[config.mk]
export PLATFORM = sky130hd
export DESIGN_NAME = mac_readout
export DESIGN_NICKNAME = d
export VERILOG_FILES = /design/src/rtl/tpu_pkg.sv /design/src/rtl/register.sv /design/src/rtl/mac_readout.sv
export SDC_FILE = /design/constraint.sdc
export NUM_CORES = 1
export LEC_CHECK = 0
export BUFFER_PORTS_ARGS = -buffer_cell sky130_fd_sc_hd__buf_4
export CAP_MARGIN = 20
export CORE_MARGIN = 2
export CORE_UTILIZATION = 46
export DETAILED_ROUTE_END_ITERATION = 12
export PLACE_DENSITY_LB_ADDON = 0.2
export SYNTH_ARGS = -nofsm -noshare
export SYNTH_HDL_FRONTEND = slang
export SYNTH_SLANG_ARGS = --single-unit
[constraint.sdc]
create_clock -name clk -period 1.3 [get_ports clk]
set_input_delay 0.13 -clock clk [delete_from_list [all_inputs] [get_ports clk]]
set_output_delay 0.13 -clock clk [all_outputs]
set_load 0.02 [all_outputs]
[src/rtl/tpu_pkg.sv]
// tpu_pkg: shared definitions for the TPU datapath blocks.
//   state_e           - readout FSM states (IDLE waits for a tile, SEND drains it)
//   DEFAULT_N_LANES   - default number of MAC lanes per tile
//   DEFAULT_OUT_WIDTH - default width of each lane sum
package tpu_pkg;

  typedef enum logic {
    IDLE = 1'b0,
    SEND = 1'b1
  } state_e;

  localparam int DEFAULT_N_LANES   = 4;
  localparam int DEFAULT_OUT_WIDTH = 8;

endpackage

[src/rtl/register.sv]
// register: generic WIDTH-bit storage register with write enable.
//   clk - rising-edge clock
//   rst - asynchronous active-high reset, clears q to 0
//   en  - load d into the register on the next edge
//   d   - data to load
//   q   - stored value
module register #(
  parameter int WIDTH = 8
) (
  input  logic             clk,
  input  logic             rst,
  input  logic             en,
  input  logic [WIDTH-1:0] d,
  output logic [WIDTH-1:0] q
);

  logic [WIDTH-1:0] q_q;
  logic [WIDTH-1:0] q_d;

  always_comb begin
    q_d = q_q;
    if (en) begin
      q_d = d;
    end
  end

  always_ff @(posedge clk or posedge rst) begin
    if (rst) begin
      q_q <= '0;
    end else begin
      q_q <= q_d;
    end
  end

  assign q = q_q;

endmodule

[src/rtl/mac_readout.sv]
// mac_readout: snapshots the MAC lane accumulators when a tile finishes and
// streams them out one lane per valid/ready transfer.
//   clk, rst   - clock and asynchronous active-high reset
//   done_in    - one-cycle pulse: lane accumulation for the tile is complete
//   sums       - packed lane sums, lane i at sums[i*OUT_WIDTH +: OUT_WIDTH]
//   mac_clr    - one-cycle pulse after capture telling the lanes to clear
//   busy       - a snapshot is held or being sent
//   out_valid/out_ready/out_data/out_idx/out_last - output word stream
//   overrun    - sticky flag: done_in arrived while busy
module mac_readout
  import tpu_pkg::*;
#(
  parameter int N_LANES   = DEFAULT_N_LANES,
  parameter int OUT_WIDTH = DEFAULT_OUT_WIDTH,
  localparam int IDX_W    = (N_LANES > 1) ? $clog2(N_LANES) : 1
) (
  input  logic                         clk,
  input  logic                         rst,
  input  logic                         done_in,
  input  logic [N_LANES*OUT_WIDTH-1:0] sums,
  output logic                         mac_clr,
  output logic                         busy,
  output logic                         out_valid,
  input  logic                         out_ready,
  output logic [OUT_WIDTH-1:0]         out_data,
  output logic [IDX_W-1:0]             out_idx,
  output logic                         out_last,
  output logic                         overrun
);

  localparam logic [IDX_W-1:0] LAST_IDX = IDX_W'(N_LANES - 1);

  state_e           state_q, state_d;
  logic [IDX_W-1:0] idx_q, idx_d;
  logic             mac_clr_q, mac_clr_d;
  logic             overrun_q, overrun_d;
  logic             capture;

  logic [OUT_WIDTH-1:0] shadow [N_LANES];

  // Shadow bank: each lane is loaded only on the capture edge, so later
  // changes on sums cannot disturb a tile that is being drained.
  for (genvar i = 0; i < N_LANES; i++) begin : g_lane
    register #(.WIDTH(OUT_WIDTH)) u_lane (
      .clk (clk),
      .rst (rst),
      .en  (capture),
      .d   (sums[i*OUT_WIDTH +: OUT_WIDTH]),
      .q   (shadow[i])
    );
  end

  // Next-state logic. done_in is only honoured in IDLE; in SEND (including
  // the edge of the final transfer) it just raises the sticky overrun flag.
  always_comb begin
    state_d   = state_q;
    idx_d     = idx_q;
    mac_clr_d = 1'b0;
    overrun_d = overrun_q;
    capture   = 1'b0;
    case (state_q)
      IDLE: begin
        if (done_in) begin
          capture   = 1'b1;
          mac_clr_d = 1'b1;
          idx_d     = '0;
          state_d   = SEND;
        end
      end
      SEND: begin
        if (done_in) begin
          overrun_d = 1'b1;
        end
        if (out_ready) begin
          if (idx_q == LAST_IDX) begin
            idx_d   = '0;
            state_d = IDLE;
          end else begin
            idx_d = idx_q + IDX_W'(1);
          end
        end
      end
      default: begin
        state_d = IDLE;
      end
    endcase
  end

  always_ff @(posedge clk or posedge rst) begin
    if (rst) begin
      state_q   <= IDLE;
      idx_q     <= '0;
      mac_clr_q <= 1'b0;
      overrun_q <= 1'b0;
    end else begin
      state_q   <= state_d;
      idx_q     <= idx_d;
      mac_clr_q <= mac_clr_d;
      overrun_q <= overrun_d;
    end
  end

  // Outputs come straight from registered state, so out_valid never depends
  // on out_ready within the same cycle.
  assign busy      = (state_q == SEND);
  assign out_valid = (state_q == SEND);
  assign out_data  = shadow[idx_q];
  assign out_idx   = idx_q;
  assign out_last  = (state_q == SEND) && (idx_q == LAST_IDX);
  assign mac_clr   = mac_clr_q;
  assign overrun   = overrun_q;

endmodule
==> results of run 1 <==
## registers in the layout (all words and copies together), names as in the netlist
name / count
out_idx: 2
overrun: 1
busy: 1
g_lane.u_lane.q: 32
mac_clr: 1
## synthesized netlist by cell type
library cell   n
nor2b_4        1
and2_2         1
ha_1           1
mux2_4        29
dfrtp_1       37
a32o_1         2
mux2_2         3
mux4_2         8
buf_4          1
mux2i_1        1
inv_1          1
a21o_2         1
a31oi_1        1
buf_12         3
buf_6          2
buf_2          2
nor2_1         2
## power breakdown
group / internal [uW] / switching (uW) / total [uW]
clock: 380 / 417 / 797
combinational: 1940 / 1080 / 3010
sequential: 1710 / 392 / 2100
total: 4020 / 1890 / 5910
## stage by stage
step	hold WS [ns]	instances	worst slack (ns)	util, %	TNS [ns]
after global placement	0.05803	193	-0.04344	59.50	-0.2355
after global routing	0.03421	204	-0.4218	64.28	-3.524
after detailed placement	0.06066	193	-0.06647	59.50	-0.4147
final	0.04733	204	-0.3448	64.28	-2.826
after CTS	0.03746	203	-0.3683	64.04	-3.042
after floorplan	0.2325	96	-0.08053	-	-2.304
## critical path, stage by stage (launching register included)
cell,delay [ns]
dfrtp_2,0.52
mux4_2,0.56
buf_6,0.15
## layer usage
metal  wire (um)  share of wire (%)  vias up  track usage [%]
met1        1372                 42      514            21.81
met4           0                  0        0            3.827
met3         170                5.2        0            5.622
li1            -                  -      466                -
met2        1698                 52       30            28.16
met5           0                  0        -                0
## cells by family (layout without fill, tap and decap cells)
family	after synthesis	after routing	share of synthesized area, %
mux	41	41	37.35
flops	37	37	52.45
buf+inv	9	69	5.882
compound gates	4	4	1.985
simple gates	4	4	1.630
fa+ha+maj	1	1	0.7086
## worst paths after layout
check	to	startpoint	slack, ns	depth (start not counted)
min in group asynchronous	g_lane[1].u_lane.q[5]$_DFFE_PP0P_	rst	0.31	3
max in group asynchronous	busy$_DFF_PP0_	rst	0.57	4
min	busy$_DFF_PP0_	out_ready	0.05	2
max	out_data[7]	out_idx[0]$_DFFE_PP0P_	-0.34	2
max reg2reg	g_lane[2].u_lane.q[1]$_DFFE_PP0P_	busy$_DFF_PP0_	0.05	3
min reg2reg	overrun$_DFFE_PP0P_	overrun$_DFFE_PP0P_	0.47	1
## cell usage in the layout (no fill, tap or decap)
| cell type | instances |
|---|---|
| buf_4 | 44 |
| dfrtp_1 | 34 |
| mux2_4 | 29 |
| buf_6 | 12 |
| mux4_2 | 8 |
| clkbuf_8 | 5 |
| mux2_2 | 3 |
| dfrtp_2 | 3 |
| buf_12 | 3 |
| nor2_1 | 2 |
| clkinv_4 | 2 |
| a21o_2 | 1 |
| mux2i_1 | 1 |
| a32o_2 | 1 |
| nor2b_4 | 1 |
| a32o_1 | 1 |
| a31oi_1 | 1 |
| and2_4 | 1 |
| inv_1 | 1 |
| ha_4 | 1 |
| clkinv_2 | 1 |
| dlygate4sd3_1 | 1 |
## final cells by class
cell class | count | share of cell area (%)
clock buffer | 5 | 2.902
clock inverter | 3 | 0.9499
inverter | 1 | 0.1583
multi-input combinational | 50 | 31.66
sequential | 37 | 39.21
tap | 48 | 2.533
timing repair buffer | 60 | 22.59
## timing repair
| action | 4_1_cts | 5_1_grt |
|---|---|---|
| buffers inserted | 1 | 1 |
| resized for setup | 14 | 1 |
| hold buffers | 1 | 0 |
| setup endpoints to repair | 12 | 11 |
| pin swaps | 1 | 2 |
| hold endpoints to repair | 3 | 0 |
==> results.md, run 1 <==
- Post-DP Area: 2195 um2
- Largest net degree at the start of global routing: 24
- Leak: 0.001108 uW
- Die area: 4349 um2
- Final setup violation count: 10
- Total iterations of the first detailed-routing run: 4
- Footprint of the multi-input gates: 750.7 um2
- Final period utilization: 126.5%
- Share of cells above drive strength 1: 73.72%
- Final Hold Viols: 0
- Fin Clk Skew: 0.004563 ns
- Max rail drop VDD: 1677 uV
- Initial DRC Count: 40
- Yosys top cell area share: 52.45%
- Port Buffers: 50
- DRC viols: 0
- CTS Buffer Depth: 2
- #FFs+latches synth: 37
- Pin slew with the least headroom to its limit: 0.2593 ns
- Final instance area: 2371 um2
- Tmin final: 1.645 ns
- Rows: 22
- Tot GR Track Use: 17.01%
- Reg area: 929.6 um2
- Final Wtd Congestion: 0.6664
- Worst EP arrival: 1.51 ns
- Largest cells by area after synthesis: dfrtp_1 52%, mux2_4 25%, mux4_2 10%, buf_12 3.4%, mux2_2 1.9%
- Clk slew on worst S/H paths: 0.08 ns
- Clock root buffer: clkbuf_8
- Routed WL per cell: 15.89 um
- Layout area overhead: 34.30%
- Initial antenna violation count: 0
- ANT nets after route: 0
- Worst slew margin: 82.71%
- Seq/Total Area, Yosys: 52.45%
- Yosys cell types: 17
- Starting density of the core: 47.86%
- Final Net Count: 192
- Ratio of total power to cell area: 2493 nW/um2
- Design Power: 5911 uW
- Chip Height: 65.95 um
- Pins Over Slew Limit: 0
- Gr ovfl total: 0
- Status: finished with violations
- CTS Sinks: 37
- Mapped Area: 1765 um2
- CP Class: flop to output port
- HP Class: primary input to flop
- Worst Path Required: 1.17 ns
- Vias in the first global route: 1096
- Fmax: 608.0 MHz
- Synth Area per Inst: 18.39 um2
- Via density per instance: 4.951
- Violated checks: negative setup slack
- Mapped Cells: 96
- DR vias: 1010
- CP startpoint kind: flop
- Max-Cap Viols: 0
- Final HPWL DP: 2409 um
- Detailed Route WL: 3241 um
- First-pass GRT wire length: 5375 um
- H-tree depth: 2
- Core area: 3689 um2
- ANT cells: 0
- Post-Syn Nets: 133
- Critical path fanouts, max: 7
- RSZ-0062 raised after global routing: yes
- CTS Buf Count: 5
- Worst-Skew Late Latency: 0.29 ns
- Final worst-path setup slack: -0.3448 ns
- CTS tree: yes
- Yosys warns: 0
- Setup crit end kind: output port
- Fillcell total: 283
- I/O pin count: 51
- Die X: 65.95 um
- Post-synth top area cell: dfrtp_1
(Power assumes the default switching activity.)
==> inputs of run 2 (changes only) <==
--- a/config.mk
+++ b/config.mk
@@ -13,4 +13,5 @@
 export PLACE_DENSITY_LB_ADDON = 0.2
 export SYNTH_ARGS = -nofsm -noshare
 export SYNTH_HDL_FRONTEND = slang
+export SYNTH_HIERARCHICAL = 1
 export SYNTH_SLANG_ARGS = --single-unit
==> run 2 against run 1 <==
Against the previous run: cell area is 1.8% higher; total power is 2.8% higher; final cell count increased by 3.4%; worst hold slack better by 0.014 ns; utilization grew 1.7 points; setup slack better by 0.042 ns; the flow still finishes with violations (negative setup slack); critical path depth up 1; non-clock buffer count increased by 3; fmax grew 2.6%; clock skew decreased by 0.0020 ns; critical endpoint is now out_data[3]; area after synthesis fell by 0.57%; sequential power about the same.
==> results.md, run 2 <==
- Final period utilization: 123.3%
- Post-synth EDFFs: 0
- Fmax: 623.8 MHz
- Final Wtd Congestion: 0.7817
- Max rail drop VDD: 1173 uV
- Core area: 3661 um2
- Yosys cell types: 16
- Most frequent cell after synthesis: dfrtp_1
- Worst EP arrival: 1.47 ns
- Via density per instance: 4.962
- Final worst-path setup slack: -0.3030 ns
- Worst-Skew Late Latency: 0.29 ns
- Dpl ws: -0.08973 ns
- Setup crit end kind: output port
- Ratio of total power to cell area: 2517 nW/um2
- Final HPWL DP: 2675 um
- Final instance area: 2415 um2
- Post-Syn Nets: 137
- Detailed Route WL: 3530 um
- Most frequent cells in the layout: 44 x buf_4, 34 x dfrtp_1, 32 x mux2_4
- HP Class: primary input to flop
- Reg2Reg Depth: 6
- Mapped Area: 1755 um2
- Post-DP Area: 2197 um2
- Fin Clk Skew: 0.002597 ns
- CTS Buf Count: 5
- ANT nets after route: 0
- Rows: 22
- Worst hold path depth: 2
- Die area: 4326 um2
- Yosys warns: 6
- Post-synth top area cell: dfrtp_1
- Worst slew margin: 77.77%
- Largest cells by area after synthesis: dfrtp_1 53%, mux2_4 27%, mux4_2 10%, buf_6 3.2%, a32o_1 1.1%
- #FFs+latches synth: 37
- Largest register FFs: 32
- Final Net Count: 199
- Share of cells above drive strength 1: 71.78%
- ANT cells: 0
- Tot GR Track Use: 19.36%
- Adder-Cell Fraction of Synth Area: 0.7128%
- Violated checks: negative setup slack
- DRC viols: 0
- Chip Height: 65.78 um
- Largest net degree at the start of global routing: 17
- First-pass GRT wire length: 5934 um
- Clk slew on worst S/H paths: 0.07 ns
- Initial DRC Count: 33
- Vias in the first global route: 1172
- I/O pin count: 51
- Leak: 0.001151 uW
- RSZ-0062 raised after global routing: yes
- Critical path fanouts, max: 5
- CP startpoint kind: flop
- Port Buffers: 50
- Tmin final: 1.603 ns
- Fillcell total: 269
- Pins Over Slew Limit: 0
- Post-synthesis simple-gate area fraction: 1.140%
- Commonest non-fill, non-tap cell in the layout: buf_4
- Synth Flop Type: dfrtp_1
- DR vias: 1047
- Clock root buffer: clkbuf_8
- Gr ovfl total: 0
- Layout area overhead: 37.56%
- Combinational family with the most area after synthesis: multiplexers
- Total iterations of the first detailed-routing run: 3
- Status: finished with violations
- CTS tree: yes
- Yosys top cell area share: 52.74%
- Mapped Cells: 100
- Die X: 65.78 um
- CTS Sinks: 37
- Max-Cap Viols: 0
- Seq/Total Area, Yosys: 52.74%
- Synth Area per Inst: 17.55 um2
- Starting density of the core: 47.95%
- Initial antenna violation count: 0
- H-tree depth: 2
- CP Class: flop to output port
- Post-synthesis xor/xnor area fraction: 0%
- Post-synthesis compound-gate area fraction: 1.924%
- Final Hold Viols: 0
- Commonest cells post-synth: 37 x dfrtp_1, 32 x mux2_4, 8 x mux4_2, 5 x buf_6, 5 x inv_1
- FFs w/ async S/R, synth: 100.0%
- Final setup violation count: 11
- Routed WL per cell: 16.73 um
- Mux cell area share after synthesis: 38.20%
- CTS Buffer Depth: 2
- Pin slew with the least headroom to its limit: 0.3331 ns
- Worst Path Required: 1.17 ns
[run 2: report_power, final]
part | switching, uW | internal (uW)
combinational | 1120 | 2070
sequential | 421 | 1710
clock | 380 | 371
[run 2: final timing paths]
check / start / to / slack [ns]
hold / removal: out_ready / busy$_DFF_PP0_ / 0.06
max in group asynchronous: rst / g_lane[0].u_lane/q[6]$_DFFE_PP0P_ / 0.66
min in group asynchronous: rst / out_idx[0]$_DFFE_PP0P_ / 0.33
setup / recovery: out_idx[0]$_DFFE_PP0P_ / out_data[3] / -0.30
setup reg to reg: out_idx[0]$_DFFE_PP0P_ / out_idx[0]$_DFFE_PP0P_ / -0.04
hold reg to reg: overrun$_DFFE_PP0P_ / overrun$_DFFE_PP0P_ / 0.47
[run 2: cells by family after synthesis]
| group | count (synthesis) |
|---|---|
| adders and majority gates | 1 |
| muxes | 41 |
| AOI/OAI and AO/OA | 4 |
| DFF | 37 |
| and+or+nand+nor | 4 |
| buffers and inverters | 13 |
[run 2: cell type report]
type                    instances  area [um2]  share of cell area [%]
clock inverters                 2       10.01                  0.4145
clock buffers                   6       72.57                   3.005
flip-flops and latches         37       929.6                   38.50
repair buffers                 63       560.5                   23.21
multi-input cells              50       763.2                   31.61
well taps                      48       60.06                   2.487
inverters                       5       18.77                  0.7772
[run 2: stage by stage]
stage	utilization, %	hold slack (ns)	cells	setup TNS [ns]	total power [uW]
detailed placement	60.01	0.08241	196	-0.8083	4876
floorplan	-	-0.09162	100	-1.565	4032
global route	65.96	0.05301	211	-3.223	6427
CTS	65.45	0.05899	210	-2.601	6075
global placement	60.01	0.08418	196	-0.5143	4806
finish	65.96	0.06109	211	-2.759	6078
[run 2: worst max-delay path: stages (launching register included)]
cell and delay (ns):
dfrtp_2 0.38, buf_6 0.14, mux4_2 0.51, buf_6 0.15
[run 2: timing repair]
action / in CTS / in global routing
hold endpoints to repair: 37 / 0
setup endpoints to repair: 13 / 12
buffers inserted: 5 / 3
hold buffers: 1 / 0
resized for setup: 19 / 5
cloned: 0 / 0
pin swaps: 0 / 3
[run 2: layer usage]
layer  vias to the layer above  wire, um  global-route usage (%)
met5                         -         0                       0
met4                         0        51                   7.813
met3                         6       202                   5.792
met2                        31      1731                   30.18
met1                       529      1544                   25.31
li1                        481         -                       -
